## src/rtl/periodic_irq_gen.sv

```systemverilog
// Multi-channel periodic interrupt generator: per-channel programmable
// period, periodic/one-shot mode, latched request and missed-event count.
module periodic_irq_gen #(
  parameter int N_CH           = 2,
  parameter int CNT_W          = 16,
  parameter int MISS_W         = 4,
  parameter int DEFAULT_PERIOD = 6249,
  parameter int DEFAULT_MODE   = 1,
  localparam int CH_W = (N_CH > 1) ? $clog2(N_CH) : 1
) (
  input  logic                     clk,
  input  logic                     reset,
  input  logic                     cfg_we,
  input  logic [CH_W-1:0]          cfg_ch,
  input  logic [CNT_W-1:0]         cfg_period,
  input  logic [1:0]               cfg_mode,
  input  logic [N_CH-1:0]          clr,
  output logic [N_CH-1:0]          tick,
  output logic [N_CH-1:0]          irq,
  output logic                     irq_any,
  output logic [N_CH*MISS_W-1:0]   miss_cnt
);

  localparam logic [CNT_W-1:0] DEF_P = CNT_W'(DEFAULT_PERIOD);
  localparam logic [1:0]       DEF_M = 2'(DEFAULT_MODE);

  localparam logic [1:0] M_OFF  = 2'd0;
  localparam logic [1:0] M_ONE  = 2'd2;
  localparam logic [1:0] M_RSVD = 2'd3;

  logic [N_CH-1:0][CNT_W-1:0]  cnt_q, cnt_d;
  logic [N_CH-1:0][CNT_W-1:0]  period_q, period_d;
  logic [N_CH-1:0][1:0]        mode_q, mode_d;
  logic [N_CH-1:0][MISS_W-1:0] miss_q, miss_d;
  logic [N_CH-1:0]             tick_q, tick_d;
  logic [N_CH-1:0]             irq_q, irq_d;
  logic                        any_q, any_d;
  logic [N_CH-1:0]             hit, at_term, term;

  always_comb begin
    cnt_d    = cnt_q;
    period_d = period_q;
    mode_d   = mode_q;
    miss_d   = miss_q;
    tick_d   = '0;
    irq_d    = irq_q;
    hit      = '0;
    at_term  = '0;
    term     = '0;
    for (int k = 0; k < N_CH; k++) begin
      hit[k]     = cfg_we && (cfg_ch == CH_W'(k));
      at_term[k] = (cnt_q[k] == period_q[k]);
      term[k]    = (mode_q[k] != M_OFF) && at_term[k] && !hit[k];
      tick_d[k]  = term[k];

      if (hit[k]) begin
        period_d[k] = cfg_period;
        mode_d[k]   = (cfg_mode == M_RSVD) ? M_OFF : cfg_mode;
        cnt_d[k]    = '0;
      end else if (mode_q[k] == M_OFF) begin
        cnt_d[k] = '0;
      end else if (at_term[k]) begin
        cnt_d[k] = '0;
        if (mode_q[k] == M_ONE)
          mode_d[k] = M_OFF;
      end else begin
        cnt_d[k] = cnt_q[k] + CNT_W'(1);
      end

      // clear wins over a coincident terminal event
      if (clr[k]) begin
        irq_d[k]  = 1'b0;
        miss_d[k] = '0;
      end else begin
        irq_d[k] = term[k] | irq_q[k];
        if (term[k] && irq_q[k] && !(&miss_q[k]))
          miss_d[k] = miss_q[k] + MISS_W'(1);
      end
    end
    any_d = |irq_d;
  end

  always_ff @(posedge clk or posedge reset) begin
    if (reset) begin
      cnt_q    <= '0;
      period_q <= {N_CH{DEF_P}};
      mode_q   <= {N_CH{DEF_M}};
      miss_q   <= '0;
      tick_q   <= '0;
      irq_q    <= '0;
      any_q    <= 1'b0;
    end else begin
      cnt_q    <= cnt_d;
      period_q <= period_d;
      mode_q   <= mode_d;
      miss_q   <= miss_d;
      tick_q   <= tick_d;
      irq_q    <= irq_d;
      any_q    <= any_d;
    end
  end

  assign tick     = tick_q;
  assign irq      = irq_q;
  assign irq_any  = any_q;
  assign miss_cnt = miss_q;

endmodule

```

## config.mk

```make
export PLATFORM = sky130hd
export DESIGN_NAME = periodic_irq_gen
export DESIGN_NICKNAME = d
export VERILOG_FILES = /design/src/rtl/periodic_irq_gen.sv
export SDC_FILE = /design/constraint.sdc
export NUM_CORES = 1
export LEC_CHECK = 0
export ABC_AREA = 0
export BUFFER_PORTS_ARGS = -buffer_cell sky130_fd_sc_hd__buf_2
export CORE_ASPECT_RATIO = 0.9
export CORE_MARGIN = 4
export CORE_UTILIZATION = 65
export CTS_BUF_LIST = sky130_fd_sc_hd__clkbuf_2 sky130_fd_sc_hd__clkbuf_4 sky130_fd_sc_hd__clkbuf_8
export DETAILED_ROUTE_END_ITERATION = 12
export PLACE_DENSITY_LB_ADDON = 0.05
export SLEW_MARGIN = 0
export SYNTH_ARGS = -nofsm -noshare
export SYNTH_HDL_FRONTEND = slang
export SYNTH_SLANG_ARGS = --single-unit
```

## constraint.sdc

```tcl
create_clock -name clk -period 7.8 [get_ports clk]
set_input_delay 1.56 -clock clk [delete_from_list [all_inputs] [get_ports clk]]
set_output_delay 1.56 -clock clk [all_outputs]
set_load 0.02 [all_outputs]
```

==> impl_metrics.xml <==
<?xml version="1.0" encoding="UTF-8"?>
<metrics>
  <group name="run_status">
    <metric name="outcome" unit="">complete, no violations</metric>
  </group>
  <group name="grt">
    <metric name="grt_usage" unit="">0.241</metric>
    <metric name="grt_antenna_before_repair" unit="">0</metric>
    <metric name="wire_length_of_the_first_global_routing_pass" unit="um">13100</metric>
    <metric name="first_global_vias" unit="">2719</metric>
    <metric name="pin_count_of_the_biggest_net_entering_global_routing" unit="">82</metric>
    <metric name="globalRoute.totalOverflow" unit="">0</metric>
  </group>
  <group name="cells_and_area">
    <metric name="antenna-diode-count" unit="">0</metric>
    <metric name="mostFrequentLayoutCells" unit="">sky130_fd_sc_hd__dfrtp_1, sky130_fd_sc_hd__nand2_1, sky130_fd_sc_hd__xor2_1, sky130_fd_sc_hd__nor2_1, sky130_fd_sc_hd__buf_2</metric>
    <metric name="leading_cell_type_in_the_layout_fill_and_taps_excluded" unit="">sky130_fd_sc_hd__dfrtp_1</metric>
    <metric name="finish.net_count" unit="">440</metric>
    <metric name="register_area" unit="mm^2">0.00204</metric>
    <metric name="drive_above_1_share" unit="">0.223</metric>
    <metric name="fill_cells" unit="">406</metric>
    <metric name="multi_input_area" unit="mm^2">0.00175</metric>
    <metric name="synthToLayoutAreaGrowth" unit="%">12.1</metric>
  </group>
  <group name="cts">
    <metric name="cts_inserted_buffers" unit="">9</metric>
    <metric name="postcts_setup_bufs" unit="">0</metric>
    <metric name="cts_num_sinks" unit="">81</metric>
    <metric name="clock_tree.root_cell" unit="">sky130_fd_sc_hd__clkbuf_8</metric>
    <metric name="cts.hold.buffers_added" unit="">0</metric>
    <metric name="ctsHtreeMaxLevel" unit="">3</metric>
    <metric name="cts.path.max_buffers" unit="">2</metric>
    <metric name="cts-resized-gates" unit="">0</metric>
    <metric name="clock_latency" unit="ns">0.35</metric>
    <metric name="cts.clk_slew.worst_paths" unit="ns">0.08</metric>
    <metric name="tritoncts" unit="">yes</metric>
  </group>
  <group name="die">
    <metric name="fp.dieW" unit="um">89.3</metric>
    <metric name="number_of_top_level_design_ports" unit="">37</metric>
    <metric name="floorplan.initialDensity" unit="">0.675</metric>
    <metric name="fp.dieArea" unit="mm^2">0.00724</metric>
    <metric name="row_count" unit="">26</metric>
    <metric name="core_area" unit="mm^2">0.00573</metric>
    <metric name="die_h" unit="um">81.1</metric>
  </group>
  <group name="critical_path">
    <metric name="number_of_cells_on_the_critical_path" unit="">5</metric>
    <metric name="crit_type" unit="">input port to register</metric>
    <metric name="worst_path_dominant_cell_family" unit="">simple AND/OR/NAND/NOR gates</metric>
    <metric name="cell_with_the_largest_stage_delay_on_the_worst_path" unit="">sky130_fd_sc_hd__nand2_1</metric>
    <metric name="reg2reg_slack" unit="ns">5.40</metric>
    <metric name="timing.critical_path.required" unit="ns">8.04</metric>
    <metric name="number_of_buffer_and_inverter_instances_along_the_worst_setup_path" unit="">1</metric>
    <metric name="setup.worst_path.end_class" unit="">register</metric>
    <metric name="rr_worst_depth" unit="">5</metric>
    <metric name="worst_endpoint_data_arrival_time" unit="ns">3.41</metric>
    <metric name="cp-start-kind" unit="">input port</metric>
    <metric name="worst_path_largest_cell_delay" unit="ns">0.57</metric>
    <metric name="critical_path.max_fanout" unit="">21</metric>
    <metric name="cp_cell_sequence" unit="">buf_2 &gt; nand2_1 &gt; o21ai_1 &gt; nor3_1 &gt; mux2_2</metric>
  </group>
  <group name="timing">
    <metric name="clock_period_minus_final_worst_setup_slack" unit="ns">3.17</metric>
    <metric name="grt_setup_unrepaired" unit="">false</metric>
    <metric name="hold_slack" unit="ns">0.471</metric>
    <metric name="timing.setup.tns" unit="ns">0</metric>
    <metric name="worst_slew_pin_slew" unit="ns">0.976</metric>
    <metric name="clock-skew-final" unit="ns">0.00820</metric>
    <metric name="final_critical_path_setup_slack" unit="ns">4.63</metric>
    <metric name="finalMaxSlewViolations" unit="">0</metric>
    <metric name="period_share" unit="">0.407</metric>
    <metric name="fmax" unit="MHz">315</metric>
    <metric name="maxSlewHeadroom" unit="">0.350</metric>
    <metric name="setup_violations" unit="">0</metric>
    <metric name="timing_hold_violations_final" unit="">0</metric>
  </group>
  <group name="yosys">
    <metric name="synth_cells" unit="">374</metric>
    <metric name="netlist-cell-type-count" unit="">36</metric>
    <metric name="synth.cell_area" unit="mm^2">0.00386</metric>
    <metric name="post_synth.cell_area_avg" unit="um^2">10.3</metric>
    <metric name="synth.net_count" unit="">402</metric>
    <metric name="ys_seq_elements" unit="">81</metric>
    <metric name="ys.warnings.count" unit="">0</metric>
    <metric name="synth.yosys.seq_area_share" unit="">0.529</metric>
  </group>
  <group name="min_path">
    <metric name="timing.hold.worst_path_depth" unit="">2</metric>
    <metric name="min-delay-path-class" unit="">register to register</metric>
  </group>
  <group name="routing">
    <metric name="avgRoutedWirePerCell" unit="um">15.7</metric>
    <metric name="first_iter_violations" unit="">149</metric>
    <metric name="route.final.wire_length" unit="um">7670</metric>
    <metric name="post_detailed_route_via_to_cell_ratio" unit="">5.51</metric>
    <metric name="number_of_vias_in_the_routed_layout" unit="">2684</metric>
    <metric name="drcViolationCount" unit="">0</metric>
    <metric name="detail-route-antenna-nets" unit="">0</metric>
    <metric name="drt_pass1_iterations" unit="">4</metric>
  </group>
  <group name="power_and_ir_drop">
    <metric name="peakVddDrop" unit="mV">0.189</metric>
    <metric name="power_leakage" unit="nW">2.06</metric>
    <metric name="powerDensity" unit="mW/mm^2">210</metric>
  </group>
  <group name="placed_design">
    <metric name="post-place-ws" unit="ns">4.28</metric>
    <metric name="post-dp-hpwl" unit="um">5540</metric>
    <metric name="port_buffers" unit="">36</metric>
    <metric name="finalWeightedCongestion" unit="">0.833</metric>
  </group>
  <group name="flow_run">
    <metric name="maxcap_viol_count" unit="">0</metric>
  </group>
</metrics>
-- synth_stat cells (all sizes together) --
| library cell | number | share of area |
|---|---|---|
| dfrtp | 67 | 0.43 |
| nand2 | 64 | 0.062 |
| nor2 | 43 | 0.042 |
| xor2 | 43 | 0.098 |
| mux2 | 18 | 0.052 |
| xnor2 | 17 | 0.039 |
| dfstp | 14 | 0.095 |
| nand3 | 13 | 0.017 |
| nor4 | 10 | 0.023 |
| nand2b | 8 | 0.013 |
| o21ai | 8 | 0.010 |
| and3 | 7 | 0.011 |
| clkbuf | 7 | 0.0071 |
| and2 | 6 | 0.0097 |
| inv | 6 | 0.0058 |
| nor3 | 6 | 0.0078 |
| a21oi | 4 | 0.0052 |
| buf | 4 | 0.0049 |
| ha | 4 | 0.013 |
| nand4 | 4 | 0.0081 |
| o31ai | 4 | 0.0078 |
| and4 | 3 | 0.0068 |
| nor2b | 3 | 0.0049 |
| o211ai | 2 | 0.0039 |
| or4 | 2 | 0.0039 |
| or4b | 2 | 0.0052 |
| mux2i | 1 | 0.0026 |
| o41ai | 1 | 0.0023 |
| or2 | 1 | 0.0016 |
| or2b | 1 | 0.0019 |
| or3 | 1 | 0.0016 |
-- power breakdown --
part,switching [W],internal [W]
sequential,0.0000215,0.000455
combinational,0.0000533,0.0000375
clock,0.000153,0.000190
total,0.000228,0.000682
-- worst paths after layout --
path	from	endpoint
worst max register to register	cnt_q[4]	irq_any
worst max-delay path	cfg_ch	miss_cnt[4]
max in group asynchronous	reset	cnt_q[24]
min in group asynchronous	reset	cnt_q[28]
worst min-delay path	period_q[3]	period_q[3]
worst min register to register	period_q[3]	period_q[3]
-- flip-flops by register name (all words and copies together), names as in the netlist --
signal / flops
cnt_q: 32
period_q: 32
miss_cnt: 8
mode_q: 4
irq: 2
tick: 2
irq_any: 1
-- per-layer routing --
| metal | track usage | routed length (um) | up-vias |
|---|---|---|---|
| li1 | - | - | 1323 |
| met1 | 0.338 | 3590 | 1292 |
| met2 | 0.369 | 3510 | 61 |
| met3 | 0.0680 | 477 | 8 |
| met4 | 0.0670 | 80 | 0 |
| met5 | 0 | 0 | - |
-- cell type report --
class	count	share of cell area
clock buffers	10	0.0318
clock inverters	6	0.0211
inverters	6	0.00549
multi-input cells	276	0.404
flip-flops and latches	81	0.472
well taps	70	0.0202
repair buffers	38	0.0451
-- stage by stage --
step,area (um^2),total power (W),std cells,utilization
final,4330,0.000910,487,0.756
after global routing,4330,0.000953,487,0.756
after CTS,4330,0.000919,487,0.756
after detailed placement,4100,0.000575,471,0.716
after global placement,4100,0.000571,471,0.716
after floorplan,3860,0.000546,374,-
-- worst reg2reg max path, delay by kind of cell (launching register included) --
kind,cells,cell delay (ns)
and+or+nand+nor,3,1.07
AOI/OAI and AO/OA,1,0.64
xor gates and xnor gates,1,0.18
DFF,1,0.45
-- logic make-up after synthesis --
logic type,count (synthesis),synth area share
buffers and inverters,17,0.0178
adder cells (fa/ha/maj),4,0.0130
AO/OA/AOI/OAI,19,0.0295
XOR/XNOR,60,0.136
flip-flops,81,0.529
AND/OR/NAND/NOR,174,0.219
multiplexers,19,0.0551
No activity file was read; power rests on OpenSTA's default activity.
